File: src/rtl/imem_loader_pkg.sv
// Shared types and constants for the instruction memory loader.
// Optional checksum stage is enabled with IMEM_LOADER_CHECKSUM_EN.
package imem_loader_pkg;

    typedef enum logic [2:0] {
        IDLE,
        COLLECT,
        WRITE,
        CHECK,
        DONE
    } state_e;

    localparam int BYTES_PER_WORD = 4;
    localparam int CSUM_W         = 8;

endpackage

File: src/rtl/imem_loader_byte_packer.sv
// Packs four bytes, first byte most significant, into one 32-bit word.
// Index and shift register are cleared on reset or at load start.
module byte_packer
    import imem_loader_pkg::*;
(
    input  logic        clk,
    input  logic        reset,
    input  logic        clear_i,
    input  logic        accept_i,
    input  logic [7:0]  data_i,
    output logic [31:0] word_o,
    output logic        word_full_o
);

    logic [1:0]  idx_q, idx_d;
    logic [31:0] sh_q, sh_d;

    always_comb begin
        idx_d = idx_q;
        sh_d  = sh_q;
        if (clear_i) begin
            idx_d = '0;
            sh_d  = '0;
        end else if (accept_i) begin
            idx_d = idx_q + 2'd1;
            sh_d  = {sh_q[23:0], data_i};
        end
    end

    always_ff @(posedge clk or posedge reset) begin
        if (reset) begin
            idx_q <= '0;
            sh_q  <= '0;
        end else begin
            idx_q <= idx_d;
            sh_q  <= sh_d;
        end
    end

    assign word_o      = sh_q;
    assign word_full_o = accept_i && !clear_i &&
                         (idx_q == 2'(BYTES_PER_WORD - 1));

endmodule

File: src/rtl/imem_loader.sv
// Byte-stream program loader writing big-endian words to instruction memory.
// Define IMEM_LOADER_CHECKSUM_EN to require a trailing mod-256 checksum byte.
module imem_loader
    import imem_loader_pkg::*;
#(
    parameter int DEPTH_BYTES = 160
) (
    input  logic        clk,
    input  logic        reset,
    input  logic        start,
    input  logic [31:0] num_words,
    input  logic        byte_valid,
    input  logic [7:0]  byte_data,
    output logic        byte_ready,
    output logic        mem_we,
    output logic [31:0] mem_addr,
    output logic [31:0] mem_wdata,
    output logic        busy,
    output logic        done,
    output logic        err
);

    localparam logic [33:0] DEPTH34 = 34'(DEPTH_BYTES);

    state_e      state_q, state_d;
    logic [31:0] waddr_q, waddr_d;
    logic [31:0] wcnt_q, wcnt_d;
    logic [31:0] nw_q, nw_d;
    logic [31:0] laddr_q, laddr_d;
    logic [31:0] lwdata_q, lwdata_d;
    logic        err_q, err_d;
    logic        pk_clear, pk_accept, pk_full;
    logic [31:0] pk_word;
    logic        ovf;
    logic        last;

`ifdef IMEM_LOADER_CHECKSUM_EN
    logic [CSUM_W-1:0] sum_q, sum_d, sum_chk;
    assign sum_chk = sum_q + byte_data;
`endif

    byte_packer u_packer (
        .clk         (clk),
        .reset       (reset),
        .clear_i     (pk_clear),
        .accept_i    (pk_accept),
        .data_i      (byte_data),
        .word_o      (pk_word),
        .word_full_o (pk_full)
    );

    // 34-bit product so huge word counts cannot wrap past the check
    assign ovf  = ({2'b00, num_words} << 2) > DEPTH34;
    assign last = (wcnt_q + 32'd1) == nw_q;

    always_comb begin
        state_d    = state_q;
        waddr_d    = waddr_q;
        wcnt_d     = wcnt_q;
        nw_d       = nw_q;
        laddr_d    = laddr_q;
        lwdata_d   = lwdata_q;
        err_d      = err_q;
        pk_clear   = 1'b0;
        pk_accept  = 1'b0;
        byte_ready = 1'b0;
        mem_we     = 1'b0;
        busy       = 1'b0;
        done       = 1'b0;
`ifdef IMEM_LOADER_CHECKSUM_EN
        sum_d      = sum_q;
`endif
        unique case (state_q)
            IDLE, DONE: begin
                done = (state_q == DONE);
                if (start) begin
                    if (num_words == 32'd0) begin
                        state_d = DONE;
                        err_d   = 1'b0;
                    end else if (ovf) begin
                        state_d = DONE;
                        err_d   = 1'b1;
                    end else begin
                        state_d  = COLLECT;
                        waddr_d  = '0;
                        wcnt_d   = '0;
                        nw_d     = num_words;
                        err_d    = 1'b0;
                        pk_clear = 1'b1;
`ifdef IMEM_LOADER_CHECKSUM_EN
                        sum_d    = '0;
`endif
                    end
                end
            end
            COLLECT: begin
                busy       = 1'b1;
                byte_ready = 1'b1;
                pk_accept  = byte_valid;
`ifdef IMEM_LOADER_CHECKSUM_EN
                if (byte_valid) sum_d = sum_chk;
`endif
                if (pk_full) state_d = WRITE;
            end
            WRITE: begin
                busy     = 1'b1;
                mem_we   = 1'b1;
                laddr_d  = waddr_q;
                lwdata_d = pk_word;
                waddr_d  = waddr_q + 32'(BYTES_PER_WORD);
                wcnt_d   = wcnt_q + 32'd1;
                if (last) begin
`ifdef IMEM_LOADER_CHECKSUM_EN
                    state_d = CHECK;
`else
                    state_d = DONE;
`endif
                end else begin
                    state_d = COLLECT;
                end
            end
`ifdef IMEM_LOADER_CHECKSUM_EN
            CHECK: begin
                busy       = 1'b1;
                byte_ready = 1'b1;
                if (byte_valid) begin
                    err_d   = (sum_chk != '0);
                    state_d = DONE;
                end
            end
`endif
            default: state_d = IDLE;
        endcase
    end

    always_ff @(posedge clk or posedge reset) begin
        if (reset) begin
            state_q  <= IDLE;
            waddr_q  <= '0;
            wcnt_q   <= '0;
            nw_q     <= '0;
            laddr_q  <= '0;
            lwdata_q <= '0;
            err_q    <= 1'b0;
`ifdef IMEM_LOADER_CHECKSUM_EN
            sum_q    <= '0;
`endif
        end else begin
            state_q  <= state_d;
            waddr_q  <= waddr_d;
            wcnt_q   <= wcnt_d;
            nw_q     <= nw_d;
            laddr_q  <= laddr_d;
            lwdata_q <= lwdata_d;
            err_q    <= err_d;
`ifdef IMEM_LOADER_CHECKSUM_EN
            sum_q    <= sum_d;
`endif
        end
    end

    assign mem_addr  = mem_we ? waddr_q : laddr_q;
    assign mem_wdata = mem_we ? pk_word : lwdata_q;
    assign err       = err_q;

endmodule

File: config.mk
export PLATFORM = sky130hd
export DESIGN_NAME = imem_loader
export DESIGN_NICKNAME = d
export VERILOG_FILES = /design/src/rtl/imem_loader_pkg.sv /design/src/rtl/imem_loader_byte_packer.sv /design/src/rtl/imem_loader.sv
export SDC_FILE = /design/constraint.sdc
export NUM_CORES = 1
export LEC_CHECK = 0
export CAP_MARGIN = 20
export CORE_MARGIN = 5
export CORE_UTILIZATION = 45
export CTS_CLUSTER_SIZE = 20
export DETAILED_ROUTE_END_ITERATION = 8
export GPL_ROUTABILITY_DRIVEN = 0
export MAX_ROUTING_LAYER = met4
export PLACE_DENSITY = 0.63
export SETUP_SLACK_MARGIN = 0.05
export SYNTH_ARGS = -nofsm -noshare
export SYNTH_HDL_FRONTEND = slang
export SYNTH_HIERARCHICAL = 1
export SYNTH_SLANG_ARGS = --single-unit
File: constraint.sdc
create_clock -name clk -period 6.8 [get_ports clk]
set_input_delay 1.02 -clock clk [delete_from_list [all_inputs] [get_ports clk]]
set_output_delay 1.02 -clock clk [all_outputs]
set_load 0.02 [all_outputs]
== Yosys cells after proc, flatten, opt, wreduce, memory -nomap -nowiden ==
Index checks and enable logic that the tools add are counted.
Widths: inputs -> output; s select.

* Flip-flop bits (word level): 198
* Bits in latches: 0
* Memory bits (writable): 0
* ROM bits: 0
* Bits of input ports: 44
* Output and inout bits: 69
* Memories: 0

* $add $sub $neg: 3
* Multiply operators: 0
* Div/mod/pow operators: 0
* Order comparisons: 1
* Equal/unequal tests: 9
* Shifts and indexed selects: 0
* Multiplexer cells: 28
* Bitwise logic cells: 2
* Reduce and logical (&&, ||, !) cells: 13

{| class="wikitable"
|+ Operators by type and width
! kind !! count
|-
| $mux 32 || 7
|-
| $pmux 32 s2 || 2
|-
| $gt 34x8->1 const B || 1
|-
| $add 32x1->32 const B || 1
|-
| $add 32x3->32 const B || 1
|-
| $eq 32x32->1 || 1
|-
| $logic_not 32->1 || 1
|-
| $mux 3 || 5
|-
| $mux 1 || 11
|-
| $pmux 3 s3 || 1
|-
| $ne 2x2->1 const B || 4
|-
| $reduce_and 4->1 || 2
|-
| $mux 2 || 2
|-
| $reduce_and 2->1 || 2
|-
| $reduce_bool 2->1 || 2
|-
| $reduce_or 2->1 || 2
|-
| $eq 3x1->1 const B || 1
|-
| $eq 3x2->1 const B || 1
|-
| $eq 3x3->1 const B || 1
|-
| $logic_not 3->1 || 1
|-
| $add 2x1->2 const B || 1
|-
| $eq 2x2->1 const B || 1
|-
| $logic_and 1x1->1 || 2
|-
| $not 1->1 || 2
|-
| $logic_not 1->1 || 1
|}

== Logic depth before layout (Yosys ltp) ==
* Depth after elaboration: 10
* Depth in mapped cells: 12
* Depth with buffers taken out: 9

== Cells and area by module ==
Netlist, hierarchy kept.

{| class="wikitable"
|+ Modules (own cells, without submodules)
! module !! instances !! cells an instance !! area each (sq um) !! sequential area each (sq um)
|-
| imem_loader || 1 || 873 || 7,896.3 || 4,003.8
|-
| byte_packer || 1 || 114 || 1,435.1 || 850.8
|}

== Least setup slack after synthesis ==
No wires, ideal clock.

* Kind: input-to-reg
* Start: input port num_words[16]
* End: register state_q[0]
* Library setup time: 0.084 ns
* Arrival: 3.130 ns
* Data required time: 6.716 ns
* Slack: 3.587 ns
* Stages on the path: 12
* Path through: nor4_1 > nand3_1 > nor4b_4 > nand2_1 > clkinv_1 > buf_1 > buf_2 > buf_2 > nor2_1 > nor2_1 > mux2i_1 > o22ai_1

* Longest elaborated chain between the ends: 10
* Elaborated cells on any way between the ends: 15

{| class="wikitable"
|+ RTL lines
! element !! RTL line !! text
|-
| start, declared || imem_loader.sv:11 || <nowiki>input logic [31:0] num_words,</nowiki>
|-
| $gt 34x8->1 || imem_loader.sv:53 || <nowiki>assign ovf = ({2'b00, num_words} << 2) > DEPTH34;</nowiki>
|-
| $mux 1 || imem_loader.sv:80 || <nowiki>end else if (ovf) begin</nowiki>
|-
| $mux 1 (*) || imem_loader.sv:77 || <nowiki>if (num_words == 32'd0) begin</nowiki>
|-
| $mux 1 (*) || imem_loader.sv:76 || <nowiki>if (start) begin</nowiki>
|-
| $mux 1 (*) || imem_loader.sv:73 || <nowiki>unique case (state_q)</nowiki>
|-
| net pk_clear || imem_loader.sv:32 || <nowiki>logic pk_clear, pk_accept, pk_full;</nowiki>
|-
| $logic_not 1->1 (*) || imem_loader_byte_packer.sv:41 || <nowiki>assign word_full_o = accept_i && !clear_i &&</nowiki>
|-
| $logic_and 1x1->1 (*) (2 in a row) || imem_loader_byte_packer.sv:41 ||
|-
| net pk_full || imem_loader.sv:32 ||
|-
| $ne 2x2->1 (no source line) (*) || n/a ||
|-
| $reduce_and 2->1 (no source line) (*) || n/a ||
|-
| end signal, assigned || imem_loader.sv:149 || <nowiki>state_q <= state_d;</nowiki>
|-
| end, declared || imem_loader.sv:25 || <nowiki>state_e state_q, state_d;</nowiki>
|}

Mark *: on every way through the listed nets, which the timed path passes. The rest lies on a longest branch. The select of a mux whose other input is x is not followed.
A chain may end at the register's enable or synchronous reset.

== Worst setup path in the final report ==
* Start: register state_q[0]
* End: output port mem_wdata[22]

* Longest elaborated chain between the ends: 3

{| class="wikitable"
|+ RTL lines
! element !! RTL line !! text
|-
| $eq 3x2->1 || imem_loader.sv:73 ||
|-
| $mux 1 || imem_loader.sv:73 ||
|-
| $mux 32 || imem_loader.sv:163 || <nowiki>assign mem_wdata = mem_we ? pk_word : lwdata_q;</nowiki>
|-
| end, declared || imem_loader.sv:17 || <nowiki>output logic [31:0] mem_wdata,</nowiki>
|}

Every way passes these cells.

==> reports/summary.txt <==
CP Buf/Inv Count: 3
Initial drt markers: 464
GRT Util Overall: 19.1%
WP depth: 7
Combinational Power Share: 21.2%
Final-report hold violation count: 0
Net Sw Power: 0.00102 W
CP Class: register to output pin
Clock-pin slew on the worst setup and hold paths: 0.07 ns
Post-CTS Setup Bufs: 0
Most frequent cell after synthesis: nand2_1
Multi-input gate area: 4110 um2
CTS max path bufs: 2
Post-Place Setup Slack: 2.32 ns
Max Cap Violations: 0
VDD IR-drop max: 0.197 mV
Path depth of the worst reg2reg path: 7
Core footprint: 20300 um2
FMAX: 0.219 GHz
Count of hold-fix buffers inserted at cts: 0
Headroom to the max-slew limit: 29.7%
Post-route antenna net violation count: 0
Die H: 154 um
Flop pwr share: 47.9%
Critical Path End: mem_wdata[22]
Critical Path Source: state_q[0]$_DFFE_PP0P_
Post-Syn Area: 9330 um2
Top-area cell type share of the netlist area: 52.0%
Via count: 7049
Net Sw Frac: 33.0%
Final Skew: 0.0128 ns
Synth warn: 6
Crit-path leading delay family: buffers and inverters
Initial antenna violation count: 0
R2r startpoint: state_q[0]$_DFFE_PP0P_
Commonest cells in the netlist: nand2_1 (238), dfrtp_1 (194), nor2_1 (98)
Async S/R FF share, synth: 100%
Finished Core Util: 54.7%
CP Capture Type: output pin
Slowest stage cell on the critical path: inv_2
Worst path max stage delay: 0.66 ns
R2R Setup Slk: 3.59 ns
Syn Area/Cell: 9.45 um2
Pwr Density: 278 nW/um2
Slew Limit Fails: 0
Final WS setup: 2.23 ns
Fin nets: 1111
First-pass GRT wire length: 36.5 mm
Req. time, crit path: 5.78 ns
Final worst-path cycle share: 67.2%
Reg area: 4850 um2
Pin count of the biggest net entering global routing: 112
#FFs+latches synth: 194
Synth Flop Type: dfrtp_1
Distinct cells, synth: 64
Status: finished clean
Clock net sink count: 194
Critical Path Fanout Max: 42
Post-layout min period: 4.57 ns
Drt via density: 5.23
Vias in the first global route: 7139
Tightest Pin Transition: 1.05 ns
Die W: 154 um
Cell count after synthesis: 987
First-pass iteration count of the detailed router: 4
Die area: 23700 um2
Min-Delay Path Depth: 2
Routed wire per std cell: 16.0 um
Cts repair resizes: 0
Hold WC Path Type: register to register
Clock latency on the worst-skew pair: 0.44 ns
WL final: 21.5 mm
Seq/Total Area, Yosys: 52.0%
CTS tree: built
CP arrival: 3.55 ns
Crit path top cell by count: nand2_1
# rows: 52
Share of post-route cells with drive strength above 1: 5.86%
Port Buf Inserts: 110
Initial Utilization: 46.0%
Final setup fails: 0
H-tree Lvls: 4
Gr ovfl total: 0
CTS root buffer: clkbuf_16
Area Overhead vs Synth: 19.0%
Pint: 0.00207 W
Worst path cell trace: nor2_1, nand2_4, inv_2, buf_4, nand2_1, nand2_1, clkdlybuf4s50_1
Pleak: 4.97 nW
Ports: 113
Setup TNS: 0 ns
Fill cells: 1854
Clock power frac: 30.9%
Area leader, netlist: dfrtp_1
Startpoint Class: register
Final HPWL from detailed placement: 14.1 mm
Clock buffer count from CTS: 17
Number of synthesized flops with an enable pin: 0
RSZ-0062 raised after global routing: false
Top post-synthesis cells by area: dfrtp_1 (52%), nand2_1 (9.6%), nor2_1 (3.9%)
Reg2reg end: state_q[0]$_DFFE_PP0P_
DRC violations left: 0
==> final cells by class <==
cell class                      instances  area share, %
Sequential cell                       194           43.7
Clock buffer                           18           3.86
Timing Repair Buffer                  117           10.7
Antenna cell                            1         0.0225
Tap cell                              270           3.04
Multi-Input combinational cell        722           37.0
Inverter                               12          0.451
Clock inverter                         13           1.14
==> power by group through the flow <==
stage          combinational (W)  sequential, W  clock [W]
2_1_floorplan           0.000526        0.00142          0
3_3_place_gp            0.000637        0.00150          0
3_5_place_dp            0.000650        0.00150          0
4_1_cts                 0.000654        0.00148   0.000982
5_1_grt                 0.000733        0.00150    0.00103
6_report                0.000654        0.00148   0.000955
==> state kept, by name, summed over array words and instances (netlist names) <==
signal / count
wcnt_q: 32
u_packer/word_o: 32
waddr_q: 30
u_packer/idx_q: 2
nw_q: 32
laddr_q: 30
lwdata_q: 32
state_q: 3
err: 1
==> through the flow <==
stage	hold WS, ns	power (W)	std cells	instance area (um2)
after CTS	0.479	0.00311	1344	11000
after global placement	0.455	0.00214	1313	10500
final	0.474	0.00309	1347	11100
after detailed placement	0.458	0.00215	1313	10500
after global routing	0.495	0.00327	1346	11100
after floorplan	0.465	0.00195	988	9340
==> worst min-delay path by stage <==
| stage | from | to | slack [ns] |
|---|---|---|---|
| 4_1_cts | lwdata_q[11]$_DFFE_PP0P_ | lwdata_q[11]$_DFFE_PP0P_ | 0.48 |
| 3_3_place_gp | lwdata_q[18]$_DFFE_PP0P_ | lwdata_q[18]$_DFFE_PP0P_ | 0.46 |
| 3_5_place_dp | lwdata_q[9]$_DFFE_PP0P_ | lwdata_q[9]$_DFFE_PP0P_ | 0.46 |
| 2_1_floorplan | nw_q[0]$_DFFE_PP0P_ | nw_q[0]$_DFFE_PP0P_ | 0.47 |
| 6_report | lwdata_q[9]$_DFFE_PP0P_ | lwdata_q[9]$_DFFE_PP0P_ | 0.47 |
| 5_1_grt | lwdata_q[8]$_DFFE_PP0P_ | lwdata_q[8]$_DFFE_PP0P_ | 0.49 |
==> logic make-up after synthesis <==
kind of cell / synth area share (%)
other: 0.0402
xor gates and xnor gates: 6.57
DFF: 52.0
and+or+nand+nor: 25.3
muxes: 4.00
adders and majority gates: 0.402
AOI/OAI and AO/OA: 7.62
buffers and inverters: 4.05
==> tightest hold or removal path: stages (launching register included) <==
cell     delay (ns)
dfrtp_1        0.32
nand2_1        0.04
nand2_1        0.07
==> cells in the final DEF (no fill, tap or decap), types with 3 or more instances in the layout <==
cell / instances
nor3_2: 4
clkdlybuf4s50_1: 110
nor3_1: 11
clkinvlp_4: 3
nor4_4: 3
mux2i_1: 35
clkbuf_16: 17
nor2_1: 98
nand2_1: 237
a31oi_1: 9
xor2_1: 30
buf_4: 5
nor4_1: 9
nand4_1: 16
and3_1: 16
inv_1: 9
ha_1: 3
and4_1: 7
inv_8: 5
and2_1: 32
a21oi_1: 11
nand2b_1: 4
nand3_1: 31
xnor2_1: 40
o21ai_0: 55
or2_2: 4
dfrtp_1: 194
o31ai_1: 21
==> routing by layer <==
metal	vias to the layer above	track usage [%]	wire length, um
li1	3463	-	-
met1	3391	27.1	10500
met2	172	28.3	9590
met3	23	3.63	1060
met4	0	5.42	331
met5	-	-	0
Power figures use the tool's default switching activity.
